<file path="src/rtl/mips_main_control_pkg.sv">
// rtl/mips_main_control_pkg.sv - opcode, ALUOP, PCSOURCE and state encodings for the main control FSM
package mips_main_control_pkg;

    localparam logic [5:0] OP_RTYPE = 6'b000000;
    localparam logic [5:0] OP_LW    = 6'b100011;
    localparam logic [5:0] OP_SW    = 6'b101011;
    localparam logic [5:0] OP_BEQ   = 6'b000100;
    localparam logic [5:0] OP_J     = 6'b000010;
    localparam logic [5:0] OP_ADDI  = 6'b001000;

    localparam logic [1:0] ALUOP_ADD   = 2'b00;
    localparam logic [1:0] ALUOP_SUB   = 2'b01;
    localparam logic [1:0] ALUOP_FUNCT = 2'b10;

    localparam logic [1:0] PCSRC_ALU    = 2'b00;
    localparam logic [1:0] PCSRC_ALUOUT = 2'b01;
    localparam logic [1:0] PCSRC_JUMP   = 2'b10;

    typedef logic [3:0] state_t;

    localparam state_t S_FETCH  = 4'd0;
    localparam state_t S_DECODE = 4'd1;
    localparam state_t S_MEMADR = 4'd2;
    localparam state_t S_MEMRD  = 4'd3;
    localparam state_t S_MEMWB  = 4'd4;
    localparam state_t S_MEMWR  = 4'd5;
    localparam state_t S_EXEC   = 4'd6;
    localparam state_t S_ALUWB  = 4'd7;
    localparam state_t S_BRANCH = 4'd8;
    localparam state_t S_JUMP   = 4'd9;
    localparam state_t S_ADDIEX = 4'd10;
    localparam state_t S_ADDIWB = 4'd11;

endpackage

</file>
<file path="src/rtl/mips_main_control.sv">
// rtl/mips_main_control.sv - multi-cycle MIPS main control FSM; MIPS_CTRL_ADDI_EN adds ADDI decode
module mips_main_control
    import mips_main_control_pkg::*;
(
    input  logic       CLK,
    input  logic       RESETN,
    input  logic [5:0] OPCODE,
    input  logic       MEM_READY,
    output logic       PCWRITE,
    output logic       PCWRITECOND,
    output logic       IORD,
    output logic       MEMREAD,
    output logic       MEMWRITE,
    output logic       IRWRITE,
    output logic       REGDST,
    output logic       MEMTOREG,
    output logic       REGWRITE,
    output logic       ALUSRCA,
    output logic [1:0] ALUSRCB,
    output logic [1:0] ALUOP,
    output logic [1:0] PCSOURCE,
    output logic       ILLEGAL_OP,
    output logic [3:0] STATE
);

    state_t r_state;
    state_t w_next_state;

    always_ff @(posedge CLK or negedge RESETN) begin
        if (!RESETN) begin
            r_state <= S_FETCH;
        end else begin
            r_state <= w_next_state;
        end
    end

    assign STATE = r_state;

    always_comb begin
        w_next_state = S_FETCH;
        PCWRITE      = 1'b0;
        PCWRITECOND  = 1'b0;
        IORD         = 1'b0;
        MEMREAD      = 1'b0;
        MEMWRITE     = 1'b0;
        IRWRITE      = 1'b0;
        REGDST       = 1'b0;
        MEMTOREG     = 1'b0;
        REGWRITE     = 1'b0;
        ALUSRCA      = 1'b0;
        ALUSRCB      = 2'b00;
        ALUOP        = ALUOP_ADD;
        PCSOURCE     = PCSRC_ALU;
        ILLEGAL_OP   = 1'b0;

        case (r_state)
            S_FETCH: begin
                MEMREAD      = 1'b1;
                ALUSRCB      = 2'b01;
                IRWRITE      = MEM_READY;
                PCWRITE      = MEM_READY;
                w_next_state = MEM_READY ? S_DECODE : S_FETCH;
            end
            S_DECODE: begin
                ALUSRCB = 2'b11;
                case (OPCODE)
                    OP_LW, OP_SW: w_next_state = S_MEMADR;
                    OP_RTYPE:     w_next_state = S_EXEC;
                    OP_BEQ:       w_next_state = S_BRANCH;
                    OP_J:         w_next_state = S_JUMP;
`ifdef MIPS_CTRL_ADDI_EN
                    OP_ADDI:      w_next_state = S_ADDIEX;
`endif
                    default: begin
                        ILLEGAL_OP   = 1'b1;
                        w_next_state = S_FETCH;
                    end
                endcase
            end
            S_MEMADR: begin
                ALUSRCA      = 1'b1;
                ALUSRCB      = 2'b10;
                w_next_state = (OPCODE == OP_LW) ? S_MEMRD : S_MEMWR;
            end
            S_MEMRD: begin
                MEMREAD      = 1'b1;
                IORD         = 1'b1;
                w_next_state = MEM_READY ? S_MEMWB : S_MEMRD;
            end
            S_MEMWB: begin
                REGWRITE = 1'b1;
                MEMTOREG = 1'b1;
            end
            S_MEMWR: begin
                MEMWRITE     = MEM_READY;
                IORD         = 1'b1;
                w_next_state = MEM_READY ? S_FETCH : S_MEMWR;
            end
            S_EXEC: begin
                ALUSRCA      = 1'b1;
                ALUOP        = ALUOP_FUNCT;
                w_next_state = S_ALUWB;
            end
            S_ALUWB: begin
                REGWRITE = 1'b1;
                REGDST   = 1'b1;
            end
            S_BRANCH: begin
                ALUSRCA     = 1'b1;
                ALUOP       = ALUOP_SUB;
                PCWRITECOND = 1'b1;
                PCSOURCE    = PCSRC_ALUOUT;
            end
            S_JUMP: begin
                PCWRITE  = 1'b1;
                PCSOURCE = PCSRC_JUMP;
            end
`ifdef MIPS_CTRL_ADDI_EN
            S_ADDIEX: begin
                ALUSRCA      = 1'b1;
                ALUSRCB      = 2'b10;
                w_next_state = S_ADDIWB;
            end
            S_ADDIWB: begin
                REGWRITE = 1'b1;
            end
`endif
            default: w_next_state = S_FETCH;
        endcase

        // Reset holds FETCH, but no enable may reach the datapath until released
        if (!RESETN) begin
            PCWRITE     = 1'b0;
            IRWRITE     = 1'b0;
            MEMWRITE    = 1'b0;
            REGWRITE    = 1'b0;
            PCWRITECOND = 1'b0;
            ILLEGAL_OP  = 1'b0;
        end
    end

endmodule

</file>
<file path="config.mk">
export PLATFORM = sky130hd
export DESIGN_NAME = mips_main_control
export DESIGN_NICKNAME = d
export VERILOG_FILES = /design/src/rtl/mips_main_control_pkg.sv /design/src/rtl/mips_main_control.sv
export SDC_FILE = /design/constraint.sdc
export NUM_CORES = 1
export LEC_CHECK = 0
export CORE_MARGIN = 5
export CORE_UTILIZATION = 36
export DETAILED_ROUTE_END_ITERATION = 12
export PLACE_DENSITY = 0.78
export RECOVER_POWER = 25
export SKIP_LAST_GASP = 1
export SLEW_MARGIN = 20
export SYNTH_ARGS = -nofsm -noshare
export SYNTH_HDL_FRONTEND = slang
export SYNTH_SLANG_ARGS = --single-unit
</file>
<file path="constraint.sdc">
create_clock -name CLK -period 1.6 [get_ports CLK]
set_input_delay 0.32 -clock CLK [delete_from_list [all_inputs] [get_ports CLK]]
set_output_delay 0.32 -clock CLK [all_outputs]
set_load 0.01 [all_outputs]
</file>
==> reports/qor.log <==
qor: setup_path.worst_r2r_endpoint STATE[1]
qor: pwr.power_switching 228 uW
qor: die.die_h 47.6 um
qor: setup_path.critical_path.startpoint OPCODE[0]
qor: finish.finalInstanceArea 0.00126 mm2
qor: placement.detailed_place.area 990 um2
qor: pwr.pwr_density_cell 470 mW/mm2
qor: placement.place_ws -852 ps
qor: detailed_routing.ant_nets 0
qor: die.initial_core_util 0.386
qor: cts.htree_num_levels 1
qor: finish.largest_reg_flops 4
qor: hold_path.worstHoldPathType in2async
qor: yosys.syn_area_per_cell 6.96 um2
qor: placement.io_buffer_count 29
qor: finish.antennaDiodeCount 0
qor: yosys.syn_nets 82
qor: detailed_routing.detailroute.via_count 947
qor: cts.cts_root_buf sky130_fd_sc_hd__clkbuf_4
qor: yosys.syn-cell-area 508 um2
qor: sta.clock_skew 1.57 ps
qor: setup_path.r2r-start STATE[2]
qor: yosys.synth_cell_type_count 24
qor: die.die_w 47.6 um
qor: setup_path.arrival_time_of_data_at_the_critical_path_endpoint 1480 ps
qor: global_route.via_count_of_the_first_global_routing_pass 824
qor: detailed_routing.post_detailed_routing_wire_length 3530 um
qor: yosys.synth.mux.area_fraction 0
qor: sta.layout_setup_ws -201 ps
qor: finish.finish.cell_count_without_fillers 157
qor: finish.drive_gt1_frac 0.655
qor: die.die-area 0.00226 mm2
qor: pwr.worst_ir_drop_vdd 0.344 mV
qor: die.row_count 13
qor: sta.slew_headroom 0.733
qor: cts.clock_tree_from_tritoncts built
qor: pwr.power.leakage 0.617 nW
qor: cts.clk_transition_reported_paths 40 ps
qor: outcome.failed_checks negative setup slack
qor: setup_path.worstRegToRegCells 6
qor: finish.syn2layout_area_growth 148%
qor: yosys.synth_compound_gate_area_share 0.133
qor: yosys.synth_seq_cells 4
qor: detailed_routing.firstDrtPassIters 4
qor: sta.hold_ws 344 ps
qor: setup_path.worst_setup_path_start_kind primary input
qor: cts.cts_buffers 3
qor: sta.achievable-frequency 555 MHz
qor: global_route.globalRouteOverflowTotal 0
qor: yosys.synthesized_area_fraction_occupied_by_adder_cells 0
qor: cts.clock_sink_count 4
qor: pwr.power.internal 364 uW
qor: setup_path.critical_path_class in2out
qor: detailed_routing.detailedRoute.firstIterationViolations 85
qor: detailed_routing.post-route-drc-count 0
qor: sta.finalWorstPathRequiredPeriod 1800 ps
qor: die.pin_count 30
qor: sta.finalHoldViolations 0
qor: finish.num-fill-cells 32
qor: setup_path.required 1280 ps
qor: pwr.power.share.sequential 0.197
qor: placement.post-place-cells 137
qor: finish.nNetsFinal 153
qor: yosys.post_syn_instances 73
qor: global_route.antenna_found_initial 0
qor: pwr.power.combinational.fraction 0.568
qor: yosys.synth-simple-area-share 0.549
qor: pwr.clock_power_share 0.235
qor: die.core_region_area 0.00132 mm2
qor: detailed_routing.drt-wirelength-per-cell 22.5 um
qor: detailed_routing.route.detailed.vias_per_inst 6.03
qor: outcome.run_status finished with violations
qor: sta.period_share 1.13
qor: global_route.grt_start_max_net_pins 12
qor: yosys.synth_top_family_by_area simple AND/OR/NAND/NOR gates
qor: sta.worst_slew_pin_slew 395 ps
qor: cts.clk_latency 250 ps
qor: pwr.switching_share 0.386
qor: setup_path.critical_path.endpoint_type primary output
qor: yosys.yosysSeqAreaShare 0.197
qor: placement.gp_congestion 0.795
qor: setup_path.critPathMaxFanout 2
qor: setup_path.crit_end ILLEGAL_OP
qor: placement.post-dp-hpwl 1560 um
qor: yosys.yosys_warnings 0
qor: setup_path.timing.reg2reg.setup_slack 10 ps
qor: sta.final_max_slew_viol_count 0
qor: global_route.track_usage 0.232
qor: global_route.grt_first_pass_wirelength 3630 um
qor: sta.grt_setup_unrepaired true
qor: sta.setup_viol 18
qor: cts.ctsLongestPathBuffers 2
qor: run.maxCapViolCount 0
qor: yosys.xor_xnor_portion_of_the_synthesized_cell_area 0.0517
## layout by cell type (no fill, tap or decap), types with 2 or more instances in the layout
| master | count |
|---|---|
| sky130_fd_sc_hd__a21oi_1 | 3 |
| sky130_fd_sc_hd__nand3_1 | 4 |
| sky130_fd_sc_hd__dlygate4sd2_1 | 7 |
| sky130_fd_sc_hd__nand2b_1 | 2 |
| sky130_fd_sc_hd__o21ai_0 | 3 |
| sky130_fd_sc_hd__buf_6 | 17 |
| sky130_fd_sc_hd__buf_2 | 18 |
| sky130_fd_sc_hd__and3_1 | 2 |
| sky130_fd_sc_hd__nor3_1 | 3 |
| sky130_fd_sc_hd__nand3b_1 | 2 |
| sky130_fd_sc_hd__dfrtp_2 | 3 |
| sky130_fd_sc_hd__or3_4 | 2 |
| sky130_fd_sc_hd__nor2_4 | 2 |
| sky130_fd_sc_hd__nor3_2 | 6 |
| sky130_fd_sc_hd__clkbuf_4 | 3 |
| sky130_fd_sc_hd__nor3b_2 | 3 |
| sky130_fd_sc_hd__nand2_1 | 5 |
| sky130_fd_sc_hd__buf_4 | 25 |
| sky130_fd_sc_hd__nor2_1 | 6 |
## final cells by class
type / count / area (um2) / share of cell area
Tap cell: 15 / 18.8 / 0.0149
Clock buffer: 3 / 22.5 / 0.0179
Inverter: 2 / 10.0 / 0.00794
Timing Repair Buffer: 72 / 597 / 0.473
Multi-Input combinational cell: 61 / 509 / 0.404
Sequential cell: 4 / 104 / 0.0823
## routing by layer
layer / GRT usage / routed length, um / vias to the layer above
met3: 0.0301 / 480 / 21
met4: 0.108 / 195 / 0
li1: - / - / 400
met2: 0.430 / 1730 / 104
met5: 0 / 0 / -
met1: 0.258 / 1120 / 422
## kinds of logic after synthesis
logic type,count (synthesis)
and+or+nand+nor,47
AOI/OAI and AO/OA,11
buffers and inverters,8
DFF,4
xor gates and xnor gates,3
## worst min path at each step
| stage | endpoint | slack, ps |
|---|---|---|
| floorplan | STATE[0] | 20 |
| global placement | STATE[3] | 690 |
| detailed placement | STATE[3] | 720 |
| CTS | STATE[1] | 310 |
| global route | STATE[3] | 350 |
| finish | STATE[3] | 340 |
## per-stage QoR
stage	utilization	TNS (ps)	power, mW
2_1_floorplan	-	0	0.212
3_3_place_gp	0.751	-4980	0.351
3_5_place_dp	0.751	-5390	0.359
4_1_cts	0.798	-558	0.496
5_1_grt	0.957	-2580	0.618
6_report	0.957	-1820	0.593
## timing repair
action                     CTS  global route
gates cloned                 0             1
pin swaps                    6            12
hold buffers                 0             0
buffers inserted             9             7
setup endpoints to repair   22            20
gates resized for setup    105            33
## synthesized netlist by cell type
cell,instances,area share
sky130_fd_sc_hd__and2_1,1,0.012
sky130_fd_sc_hd__clkbuf_1,2,0.015
sky130_fd_sc_hd__nand2b_1,3,0.037
sky130_fd_sc_hd__nor4b_2,1,0.030
sky130_fd_sc_hd__nand2_1,6,0.044
sky130_fd_sc_hd__xnor2_1,3,0.052
sky130_fd_sc_hd__nor2_1,9,0.066
sky130_fd_sc_hd__nand3b_1,2,0.030
sky130_fd_sc_hd__and3_1,2,0.025
sky130_fd_sc_hd__buf_2,4,0.039
sky130_fd_sc_hd__nor3b_1,3,0.044
sky130_fd_sc_hd__inv_1,2,0.015
sky130_fd_sc_hd__o311ai_0,1,0.017
sky130_fd_sc_hd__or4_1,1,0.015
sky130_fd_sc_hd__nor4_1,1,0.012
sky130_fd_sc_hd__a21oi_1,4,0.039
sky130_fd_sc_hd__nor3_1,10,0.099
sky130_fd_sc_hd__o21ai_0,4,0.039
sky130_fd_sc_hd__o211ai_1,1,0.015
sky130_fd_sc_hd__nand3_1,5,0.049
sky130_fd_sc_hd__a2111o_1,1,0.022
sky130_fd_sc_hd__or3_4,2,0.044
sky130_fd_sc_hd__dfrtp_1,4,0.20
sky130_fd_sc_hd__nor4_4,1,0.042
## worst max-delay path, stage by stage
cell,delay [ps]
sky130_fd_sc_hd__buf_6,90
sky130_fd_sc_hd__or3_4,390
sky130_fd_sc_hd__or3_4,380
sky130_fd_sc_hd__nand3_2,100
sky130_fd_sc_hd__a21oi_2,40
sky130_fd_sc_hd__buf_2,160
## power by group through the flow
stage	logic [mW]	registers, mW	clock network (mW)
after floorplan	0.0964	0.116	0
after global placement	0.236	0.115	0
after detailed placement	0.244	0.115	0
after CTS	0.253	0.114	0.129
after global routing	0.350	0.118	0.150
final	0.336	0.117	0.139
Power figures use the tool's default switching activity.
